**src/rtl/rca_wide_add_seq.sv**
```systemverilog
// Multi-byte add/subtract sequencer: feeds an external 8-bit ripple-carry adder
// one limb per cycle (LSB first) and assembles the WORDS*8-bit result.
module rca_wide_add_seq #(
  parameter int WORDS = 4
) (
  input  logic                 clk,
  input  logic                 rst_n,
  input  logic                 start,
  input  logic [8*WORDS-1:0]   op_a,
  input  logic [8*WORDS-1:0]   op_b,
  input  logic                 cin,
  input  logic                 sub,
  output logic                 ready,
  output logic                 busy,
  output logic                 done,
  output logic [8*WORDS-1:0]   result,
  output logic                 cout,
  output logic                 overflow,
  output logic [7:0]           add_a,
  output logic [7:0]           add_b,
  output logic                 add_cin,
  input  logic [7:0]           add_s,
  input  logic                 add_cout
);

  localparam int W  = 8 * WORDS;
  localparam int IW = $clog2(WORDS);
  localparam logic [IW-1:0] LAST_IDX = IW'(WORDS - 1);

  typedef enum logic [1:0] {
    S_IDLE = 2'd0,
    S_RUN  = 2'd1,
    S_DONE = 2'd2
  } state_t;

  state_t        state_q, state_d;
  logic [IW-1:0] idx_q, idx_d;
  logic          carry_q, carry_d;
  logic [W-1:0]  a_q, a_d;
  logic [W-1:0]  b_q, b_d;
  logic [W-1:0]  result_q, result_d;
  logic          cout_q, cout_d;
  logic          ovf_q, ovf_d;

  // State register
  always_ff @(posedge clk or negedge rst_n) begin
    if (!rst_n) begin
      state_q <= S_IDLE;
    end else begin
      state_q <= state_d;
    end
  end

  // Next-state logic
  always_comb begin
    state_d = state_q;
    case (state_q)
      S_IDLE: begin
        if (start) begin
          state_d = S_RUN;
        end else begin
          state_d = S_IDLE;
        end
      end
      S_RUN: begin
        if (idx_q == LAST_IDX) begin
          state_d = S_DONE;
        end else begin
          state_d = S_RUN;
        end
      end
      S_DONE:  state_d = S_IDLE;
      default: state_d = S_IDLE;
    endcase
  end

  // Datapath next values: capture on accept, one limb per RUN cycle
  always_comb begin
    idx_d    = idx_q;
    carry_d  = carry_q;
    a_d      = a_q;
    b_d      = b_q;
    result_d = result_q;
    cout_d   = cout_q;
    ovf_d    = ovf_q;
    case (state_q)
      S_IDLE: begin
        if (start) begin
          a_d     = op_a;
          // Subtraction runs as A + ~B + (1 - borrow_in)
          b_d     = sub ? ~op_b : op_b;
          carry_d = cin ^ sub;
          idx_d   = '0;
        end else begin
          idx_d   = idx_q;
        end
      end
      S_RUN: begin
        result_d[8*idx_q +: 8] = add_s;
        carry_d                = add_cout;
        if (idx_q == LAST_IDX) begin
          idx_d  = '0;
          cout_d = add_cout;
          ovf_d  = (a_q[W-1] == b_q[W-1]) && (add_s[7] != a_q[W-1]);
        end else begin
          idx_d  = idx_q + IW'(1);
        end
      end
      S_DONE:  idx_d = idx_q;
      default: idx_d = idx_q;
    endcase
  end

  // Datapath registers
  always_ff @(posedge clk or negedge rst_n) begin
    if (!rst_n) begin
      idx_q    <= '0;
      carry_q  <= 1'b0;
      a_q      <= '0;
      b_q      <= '0;
      result_q <= '0;
      cout_q   <= 1'b0;
      ovf_q    <= 1'b0;
    end else begin
      idx_q    <= idx_d;
      carry_q  <= carry_d;
      a_q      <= a_d;
      b_q      <= b_d;
      result_q <= result_d;
      cout_q   <= cout_d;
      ovf_q    <= ovf_d;
    end
  end

  // Output decode; adder drive is combinational so the limb result lands the same cycle
  always_comb begin
    ready   = (state_q == S_IDLE);
    busy    = (state_q == S_RUN);
    done    = (state_q == S_DONE);
    if (state_q == S_RUN) begin
      add_a   = a_q[8*idx_q +: 8];
      add_b   = b_q[8*idx_q +: 8];
      add_cin = carry_q;
    end else begin
      add_a   = 8'd0;
      add_b   = 8'd0;
      add_cin = 1'b0;
    end
  end

  assign result   = result_q;
  assign cout     = cout_q;
  assign overflow = ovf_q;

endmodule

```
**config.mk**
```make
export PLATFORM = sky130hd
export DESIGN_NAME = rca_wide_add_seq
export DESIGN_NICKNAME = d
export VERILOG_FILES = /design/src/rtl/rca_wide_add_seq.sv
export SDC_FILE = /design/constraint.sdc
export NUM_CORES = 1
export LEC_CHECK = 0
export BUFFER_PORTS_ARGS = -buffer_cell sky130_fd_sc_hd__buf_2
export CAP_MARGIN = 20
export CORE_MARGIN = 4
export CORE_UTILIZATION = 45
export CTS_CLUSTER_SIZE = 24
export DETAILED_ROUTE_END_ITERATION = 8
export GPL_ROUTABILITY_DRIVEN = 1
export HOLD_SLACK_MARGIN = 0.1
export PLACE_DENSITY = 0.66
export SLEW_MARGIN = 20
export SYNTH_ARGS = -nofsm -noshare
export SYNTH_HDL_FRONTEND = slang
export SYNTH_SLANG_ARGS = --single-unit
```
**constraint.sdc**
```tcl
create_clock -name clk -period 6.45 [get_ports clk]
set_input_delay 0.9675 -clock clk [delete_from_list [all_inputs] [get_ports clk]]
set_output_delay 0.9675 -clock clk [all_outputs]
set_load 0.02 [all_outputs]
```
# After elaboration in Yosys (flattened, before gate mapping)
# Cells that the tools add are included.
[totals]
register_bits = 103
inputBits = 78
output_inout_bits = 54
wordCells = 41
[classes]
add_sub_neg = 2
eq_ne = 6
shifts = 4
n_mux = 13
bitwise_logic = 2
n_reduce_logical = 6
[op_table]
columns = ["cell", "n"]
rows = [
  ["$shiftx 32x6->8", 2],
  ["$neg 5->34", 1],
  ["$shift 8x34->32 const A", 1],
  ["$shiftx 8x34->32", 1],
  ["$bwmux 32", 1],
  ["$mux 32", 1],
  ["$not 32->32", 1],
  ["$mux 8", 2],
  ["$pmux 2 s2", 2],
  ["$mux 2", 3],
  ["$reduce_and 2->1", 3],
  ["$eq 2x2->1 const B", 2],
  ["$mux 1", 3],
  ["$add 2x1->2 const B", 1],
  ["$eq 2x1->1 const B", 1],
  ["$logic_not 2->1", 1],
  ["$ne 2x2->1 const B", 1],
  ["$pmux 1 s2", 1],
  ["$reduce_bool 2->1", 1],
  ["$eq 1x1->1", 1],
  ["$logic_and 1x1->1", 1],
  ["$ne 1x1->1", 1],
  ["$xor 1x1->1", 1],
]

# Longest topological paths before layout
# Gate-level depths: netlist of run 1.
[depth]
word_depth = 3
mapped_depth = 8
mapped_depth_nobuf = 5

# Least setup slack after synthesis of run 1
# OpenSTA, ideal clock, no wires.
[synth_timing]
kind = "register -> output"
startpoint = "reg idx_q[0]"
endpoint = "out add_b[7]"
arrival_time_ns = 1.393
slack_ns = 4.089
stages_incl_launch_ff = 4
n_path_buf = 1
path_cell_list = "dfrtp_1 buf_4 mux4_2 and2_1"
[synth_via]
elab_chain_cells = 2
[synth_rtl]
columns = ["item", "line", "source"]
rows = [
  ["from (decl)", "37", "logic [IW-1:0] idx_q, idx_d;"],
  ["from (signal assigned)", "125", "idx_q <= idx_d;"],
  ["$shiftx 32x6->8", "142", "add_b = b_q[8*idx_q +: 8];"],
  ["$mux 8", "140", "if (state_q == S_RUN) begin"],
  ["to (decl)", "20", "output logic [7:0] add_b,"],
]
# No other way between the ends.

# Worst setup path in the final report of run 1
[layout_timing]
startpoint = "reg idx_q[0]"
endpoint = "out add_a[6]"
[layout_via]
elab_chain_cells = 2
[layout_rtl]
columns = ["item", "line", "source"]
rows = [
  ["$shiftx 32x6->8", "141", "add_a = a_q[8*idx_q +: 8];"],
  ["$mux 8", "140", ""],
  ["to (decl)", "19", "output logic [7:0] add_a,"],
]
# No other way between the ends.

==> results_dict.tcl, run 1 <==
set metrics [dict create \
    post_drt_wl_per_cell_microns 14.96 \
    path_cells "buf_4 > mux4_2 > and2_1 > buf_2" \
    routed_wl_microns 10710 \
    ys_top_cells_by_area "dfrtp_1 54%, nand2_1 13%, mux4_2 7.5%" \
    cts_tree "built" \
    viasPerCell 4.923 \
    setup_tns_ns 0 \
    insertion_delay_ns 0.35 \
    synth_cells 459 \
    drc 0 \
    place_hpwl_microns 7696 \
    syn_area_sq_mm 0.004813 \
    n_antenna_cell 0 \
    gp_congestion 0.8076 \
    clk_path_buf_depth 2 \
    grt_pass1_wl_microns 17640 \
    rsz0062_at_grt "no" \
    vias 3525 \
    p_leak_nw 2.889 \
    status "complete, no violations" \
    synth_top_flop_cell "dfrtp_1" \
    cts_max_level 3 \
    gr-usage-met3_pct 3.207 \
    cts.sinks 103 \
    critPathKind "flip-flop to output port" \
    synth_edf_count 0 \
    grt_max_degree 100 \
    die_w_microns 111.4 \
    grt.met1_usage_pct 24.66 \
    synth_nets 542 \
    drv_cap 0 \
    vdd.ir_drop.worst_mv 0.1908 \
    fin_crit_ns 3.092 \
    initial_core_util_pct 46.42 \
    relSlewSlack_pct 32.98 \
    cts_resized 0 \
    antenna_left 0 \
    seq_area_frac_synth_pct 53.55 \
    cp.required_ns 5.48 \
    clkTransAtPathRegs_ns 0.10 \
    met2_usage_pct 28.03 \
    synthTopCellsByCount "163 x nand2_1, 103 x dfrtp_1, 50 x o21ai_0" \
    drtIter0Drc 152 \
    async_flop_share_pct 100.0 \
    cts_root_buf "clkbuf_8" \
    fin_nets 658 \
    synth_cell_types 30 \
    worst_pin_slew_ns 1.005 \
    power.density_mw_per_mm2 489.0 \
    worstPathArrival_ns 2.12 \
    syn_to_final_growth_pct 18.77 \
    setup_viol 0 \
    busiest_layer "met2" \
    grt_pass1_vias 3514 \
    numCtsBuffers 9 \
    antenna_found_initial 0 \
    setup_slack_ns 3.358 \
    io_buffer_count 131 \
    rows 37 \
    post-cts-setup-buffers 0 \
    yosysMostFrequentCell "nand2_1" \
    skew_ns 0.01026 \
    ys_ff_latch 103 \
    yosysTopAreaCellShare_pct 53.55 \
    grt-ovfl-total 0 \
    finalHoldViolCount 0 \
    synth.avg_cell_area_sq_um 10.49 \
    fmax_mhz 323.4 \
    cp_slowest_cell "mux4_2" \
    die_height_microns 111.4 \
    yosysTopAreaCell "dfrtp_1" \
    drt_first_pass_iters 6 \
    core_area_sq_mm 0.01037 \
    slew_violations 0 \
    fin_crit_sh_pct 47.94 \
    grt.total_usage_pct 17.44 \
    startpoint_type "flip-flop" \
    pin_count 132 \
    crit_path_max_fanout 19 \
    cts_hold_buf 0 \
    place_ws_ns 3.441 \
    slowest_delay_ns 0.55 \
    die_area_sq_mm 0.01242 \
    endpoint_kind "output port" \
    drive_gt1_share_pct 30.00 \
    min_path_type "flip-flop to flip-flop" \
    yosysWarnings 0 \
]
==> worst paths after layout <==
kind | to | cells past startpoint | startpoint | slack (ns)
worst max-delay path | add_a[6] | 4 | idx_q[0] | 3.36
worst min register to register | a_q[23] | 2 | a_q[23] | 0.48
min in group asynchronous | b_q[27] | 1 | rst_n | 0.55
max in group asynchronous | result[20] | 2 | rst_n | 4.67
worst min-delay path | a_q[23] | 2 | a_q[23] | 0.48
worst max register to register | result[14] | 5 | idx_q[1] | 3.79
==> per-stage QoR <==
stage / hold slack, ns / instances / utilization, % / cell area [sq um] / total power, mW
finish: 0.4770 / 716 / 55.13 / 5717 / 2.795
global route: 0.4983 / 716 / 55.13 / 5717 / 3.009
CTS: 0.4818 / 716 / 55.07 / 5710 / 2.827
detailed placement: 0.4582 / 700 / 52.86 / 5482 / 2.371
global placement: 0.4540 / 700 / 52.86 / 5482 / 2.322
floorplan: 0.4395 / 459 / - / 4813 / 2.018
==> final cells by class <==
cell class / instances / area [sq um]
Tap cell: 136 / 170.2
Sequential cell: 103 / 2577
Timing Repair Buffer: 134 / 680.7
Fill cell: 959 / 4653
Multi-Input combinational cell: 323 / 2044
Clock inverter: 6 / 91.34
Inverter: 4 / 15.01
Clock buffer: 10 / 137.6
==> layer usage <==
metal | part of all wire (%) | wire length (microns)
met3 | 5.0 | 539
met1 | 47 | 4983
met2 | 47 | 5087
met5 | 0 | 0
met4 | 0.96 | 103
==> power breakdown <==
part           leakage (nW)  internal, mW  switching [mW]
sequential             1.32         0.931           0.194
combinational          1.45         0.510           0.705
clock                 0.117         0.232           0.223
total                  2.89          1.67            1.12
==> placed cells by master, fill, tap and decap left out, types with 4 or more instances in the layout <==
cell type / count
and2_1: 17
clkbuf_8: 10
buf_2: 130
dfrtp_1: 103
o21ai_0: 50
inv_1: 4
xnor2_1: 32
ha_1: 5
nand2_1: 163
a22o_1: 16
mux4_2: 16
buf_4: 4
==> cell families after synthesis <==
group                      after synthesis  share of synthesized area [%]
AOI/OAI and AO/OA                       70                          8.682
buffers and inverters                   33                          4.289
and+or+nand+nor                        198                          18.46
adders and majority gates                5                          1.300
xor gates and xnor gates                33                          6.005
muxes                                   17                          7.720
DFF                                    103                          53.55
==> critical path, delay by kind of cell, from the launching register on <==
kind	cells	cell delay, ns
buf+inv	2	0.56
flops	1	0.49
mux	1	0.55
simple gates	1	0.18
==> flip-flops by register name, summed over array words and instances, names as in the netlist <==
name,flops
cout,1
state_q,2
idx_q,2
result,32
b_q,32
a_q,32
overflow,1
carry_q,1
Note: power is estimated with default switching activity, not from simulation.
==> run 2: changes to the inputs <==
PLACE_DENSITY = 0.69   (was 0.66)
clock period = 2.8 ns   (was 6.45 ns; I/O delays follow)
==> results_dict.tcl, run 2 (synthesized netlist as in run 1, its figures left out) <==
set metrics [dict create \
    status "complete, no violations" \
    setup_viol 0 \
    critical_path_buf_inv_count 2 \
    place_hpwl_microns 7855 \
    pin_count 132 \
    drive_gt1_share_pct 30.66 \
    fin_crit_sh_pct 88.92 \
    die_area_sq_mm 0.01242 \
    rows 37 \
    critPathKind "flip-flop to output port" \
    setup_tns_ns 0 \
    cts_hold_buf 0 \
    cp_slowest_cell "dfrtp_1" \
    worstPathArrival_ns 2.07 \
    slew_violations 0 \
    cts_tree "built" \
    skew_ns 0.008621 \
    core_area_sq_mm 0.01037 \
    cts_root_buf "clkbuf_8" \
    antenna_left 0 \
    fmax_mhz 401.6 \
    cts_resized 0 \
    n_antenna_cell 0 \
    antenna_found_initial 0 \
    clk_path_buf_depth 2 \
    gp_congestion 0.7824 \
    grt_pass1_wl_microns 18330 \
    cts_max_level 3 \
    grt_pass1_vias 3661 \
    clkTransAtPathRegs_ns 0.10 \
    startpoint "state_q[0]" \
    wl_met3_microns 672 \
    insertion_delay_ns 0.37 \
    startpoint_type "flip-flop" \
    post_drt_wl_per_cell_microns 15.12 \
    drc 0 \
    reg2reg_from "idx_q[0]" \
    drtIter0Drc 190 \
    path_delay_family "buffers and inverters" \
    p_leak_nw 2.905 \
    routed_wl_microns 10930 \
    finalHoldViolCount 0 \
    crit_cells 4 \
    die_w_microns 111.4 \
    viasPerCell 4.968 \
    relSlewSlack_pct 52.90 \
    layout_commonest_cell "nand2_1" \
    power.density_mw_per_mm2 1109 \
    endpoint_kind "output port" \
    drt_first_pass_iters 6 \
    initial_core_util_pct 46.42 \
    grt.total_usage_pct 18.33 \
    numCtsBuffers 9 \
    slowest_delay_ns 0.57 \
    grt_max_degree 60 \
    most-common-layout-cells "163 x nand2_1, 130 x buf_2, 103 x dfrtp_1, 50 x o21ai_0, 32 x xnor2_1" \
    syn_to_final_growth_pct 19.31 \
    io_buffer_count 131 \
    final_area_sq_mm 0.005743 \
    top_layer_used "met4" \
    min_path_type "input port to asynchronous set/reset pin" \
    crit_path_max_fanout 21 \
    worst_pin_slew_ns 0.7064 \
    post-cts-setup-buffers 0 \
    met2WireLength_microns 5410 \
    drv_cap 0 \
    grt-ovfl-total 0 \
    r2r_cells 6 \
    path_cells "nand2b_1 > inv_1 > and2_1 > buf_2" \
    fin_crit_ns 2.490 \
    met1_length_microns 4758 \
    fin_cells 723 \
    vias 3592 \
    setup_slack_ns 0.3102 \
    rrSetupSlack_ns 0.67 \
    cts.sinks 103 \
    crit-reg2reg-capture "result[19]" \
    die_height_microns 111.4 \
    fin_nets 665 \
    place_ws_ns 0.6683 \
    postPlaceCellArea_sq_mm 0.005547 \
    vdd.ir_drop.worst_mv 0.5433 \
    rsz0062_at_grt "no" \
    endpoint "add_b[3]" \
    cp.required_ns 2.38 \
    placedCellCount 707 \
]
run 2: metrics by stage:
stage	hold WS, ns	util [%]	total power, mW
floorplan	0.1244	-	4.648
finish	0.09923	55.38	6.371
global route	0.1436	55.38	6.890
global placement	0.4540	53.49	5.401
CTS	0.1055	55.38	6.458
detailed placement	0.4602	53.49	5.515
run 2: where the power goes:
group | switching [mW] | internal, mW
registers | 0.384 | 2.15
clock network | 0.506 | 0.415
logic | 1.71 | 1.21
run 2: worst min path at each step:
stage	to	slack (ns)	cells after the start
after CTS	result[2]	0.11	1
after detailed placement	a_q[18]	0.46	2
after global placement	a_q[22]	0.45	2
final	result[5]	0.1	1
after global routing	result[20]	0.14	1
after floorplan	a_q[0]	0.12	0
run 2: worst register-to-register path: stages (launching register included):
cell     delay, ns
dfrtp_1       0.35
buf_4         0.21
inv_1         0.14
ha_1          0.45
nor4b_2       0.61
nand2_1       0.13
o21ai_0       0.16
run 2: area by class of cell:
class                      count  area [sq um]
clock inverter                 7         72.57
inverter                       4         15.01
fill                         942          4627
clock buffer                   9         123.9
tap                          136         170.2
timing repair buffer         141         745.7
multi-input combinational    323          2038
sequential                   103          2577
run 2: per-layer routing:
metal | global-route usage, % | up-vias
met5 | 0 | -
met4 | 5.272 | 0
met3 | 4.457 | 6
met2 | 29.92 | 105
met1 | 24.58 | 1727
li1 | - | 1754
==> run 3: changes to the inputs <==
==> constraint.sdc (replaced) <==
create_clock -name clk -period 2.8 [get_ports clk]
set_input_delay 0.56 -clock clk [delete_from_list [all_inputs] [get_ports clk]]
set_output_delay 0.56 -clock clk [all_outputs]
set_load 0.02 [all_outputs]
==> results_dict.tcl, run 3 (synthesized netlist as in run 1, its figures left out) <==
set metrics [dict create \
    p_leak_nw 2.901 \
    viasPerCell 4.928 \
    most-common-layout-cells "163 x nand2_1, 130 x buf_2, 103 x dfrtp_1, 50 x o21ai_0, 32 x xnor2_1" \
    skew_ns 0.01371 \
    status "complete, no violations" \
    cts_resized 0 \
    path_cells "buf_4 > mux4_2 > and2_1 > buf_2" \
    drv_cap 0 \
    clkPwrFrac_pct 14.2 \
    postPlaceCellArea_sq_mm 0.005532 \
    drt_first_pass_iters 6 \
    endpoint_kind "output port" \
    clkTransAtPathRegs_ns 0.11 \
    final_area_sq_mm 0.005723 \
    slowest_delay_ns 0.54 \
    numCtsBuffers 9 \
    grt_pass1_wl_microns 18480 \
    slew_violations 0 \
    cts_root_buf "clkbuf_8" \
    layout_commonest_cell "nand2_1" \
    syn_to_final_growth_pct 18.90 \
    fmax_mhz 384.1 \
    fin_nets 663 \
    rows 37 \
    cp.required_ns 2.24 \
    critPathKind "flip-flop to output port" \
    die_height_microns 111.4 \
    cts_max_level 3 \
    grt_pass1_vias 3741 \
    die_area_sq_mm 0.01242 \
    relSlewSlack_pct 33.73 \
    p_sw_share_pct 40.95 \
    cp_slowest_cell "dfrtp_1" \
    crit-reg2reg-capture "result[16]" \
    cts_hold_buf 0 \
    rsz0062_at_grt "no" \
    pwr-share-seq_pct 40.7 \
    vdd.ir_drop.worst_mv 0.4078 \
    cts_tree "built" \
    drive_gt1_share_pct 30.43 \
    startpoint_type "flip-flop" \
    drtIter0Drc 239 \
    routed_wl_microns 10720 \
    grt.total_usage_pct 18.26 \
    reg2reg_from "idx_q[1]" \
    insertion_delay_ns 0.36 \
    gp_congestion 0.8211 \
    pin_count 132 \
    setup_viol 0 \
    setup_tns_ns 0 \
    post_drt_wl_per_cell_microns 14.87 \
    min_path_type "input port to asynchronous set/reset pin" \
    worst_pin_slew_ns 0.9940 \
    grt-ovfl-total 0 \
    die_w_microns 111.4 \
    grt_max_degree 100 \
    antenna_left 0 \
    finalHoldViolCount 0 \
    io_buffer_count 131 \
    drc 0 \
    n_antenna_cell 0 \
    p_switching_mw 2.582 \
    place_hpwl_microns 7906 \
    power.density_mw_per_mm2 1102 \
    rrSetupSlack_ns 0.53 \
    pwr-share-comb_pct 45.0 \
    intPower_mw 3.724 \
    core_area_sq_mm 0.01037 \
    clk_path_buf_depth 2 \
    initial_core_util_pct 46.42 \
    power_mw 6.306 \
    fin_crit_ns 2.604 \
    fin_crit_sh_pct 92.99 \
    post-cts-setup-buffers 0 \
    crit_path_max_fanout 9 \
    antenna_found_initial 0 \
    vias 3553 \
    worstPathArrival_ns 2.04 \
    r2r_cells 5 \
    cts.sinks 103 \
]
-- run 3: cell types whose count changed in the layout (fill, tap and decap cells not counted) --
cell and delta:
clkinvlp_4 -2, buf_4 -2, clkinv_2 -1, bufinv_16 -1
inv_6 +1, clkinv_4 +1, clkbuf_8 +2
-- run 3: how the worst max path moves through the flow --
| stage | startpoint | endpoint | depth (start not counted) |
|---|---|---|---|
| 6_report | idx_q[0] | add_a[6] | 4 |
| 5_1_grt | state_q[0] | add_a[6] | 4 |
| 4_1_cts | idx_q[0] | add_b[4] | 4 |
| 3_5_place_dp | idx_q[0] | add_b[4] | 4 |
| 3_3_place_gp | idx_q[0] | add_b[0] | 4 |
| 2_1_floorplan | idx_q[1] | result[16] | 7 |
-- run 3: routing by layer --
| layer | GRT usage, % | share of wire [%] |
|---|---|---|
| met1 | 25.37 | 46 |
| met2 | 28.43 | 47 |
| met3 | 3.804 | 5.0 |
| met4 | 6.975 | 1.9 |
| met5 | 0 | 0 |
-- run 3: area by class of cell --
| cell class | instances | area [sq um] |
|---|---|---|
| Fill cell | 970 | 4647 |
| Clock buffer | 11 | 151.4 |
| Sequential cell | 103 | 2577 |
| Timing Repair Buffer | 139 | 730.7 |
| Clock inverter | 5 | 40.04 |
| Tap cell | 136 | 170.2 |
| Multi-Input combinational cell | 323 | 2038 |
| Inverter | 4 | 15.01 |
-- run 3: power by group through the flow --
stage | combinational, mW | clock, mW | sequential, mW
final | 2.84 | 0.898 | 2.57
after detailed placement | 2.89 | 0 | 2.59
after global placement | 2.82 | 0 | 2.57
after floorplan | 1.97 | 0 | 2.68
after global routing | 3.18 | 1.00 | 2.67
after CTS | 2.89 | 0.925 | 2.57
-- run 3: through the flow --
stage,setup slack (ns),utilization [%],hold slack [ns],cells
floorplan,0.7723,-,0.2644,459
global placement,0.5831,53.34,0.4548,705
detailed placement,0.5597,53.34,0.4614,705
CTS,0.1539,55.19,0.2641,721
global route,0.03929,55.19,0.2701,721
finish,0.1963,55.19,0.2324,721
-- run 3: critical path: cells and delay by family, from the launching register on --
kind          cells  cell delay (ns)
buf+inv           2             0.45
flops             1             0.54
mux               1             0.51
simple gates      1             0.19
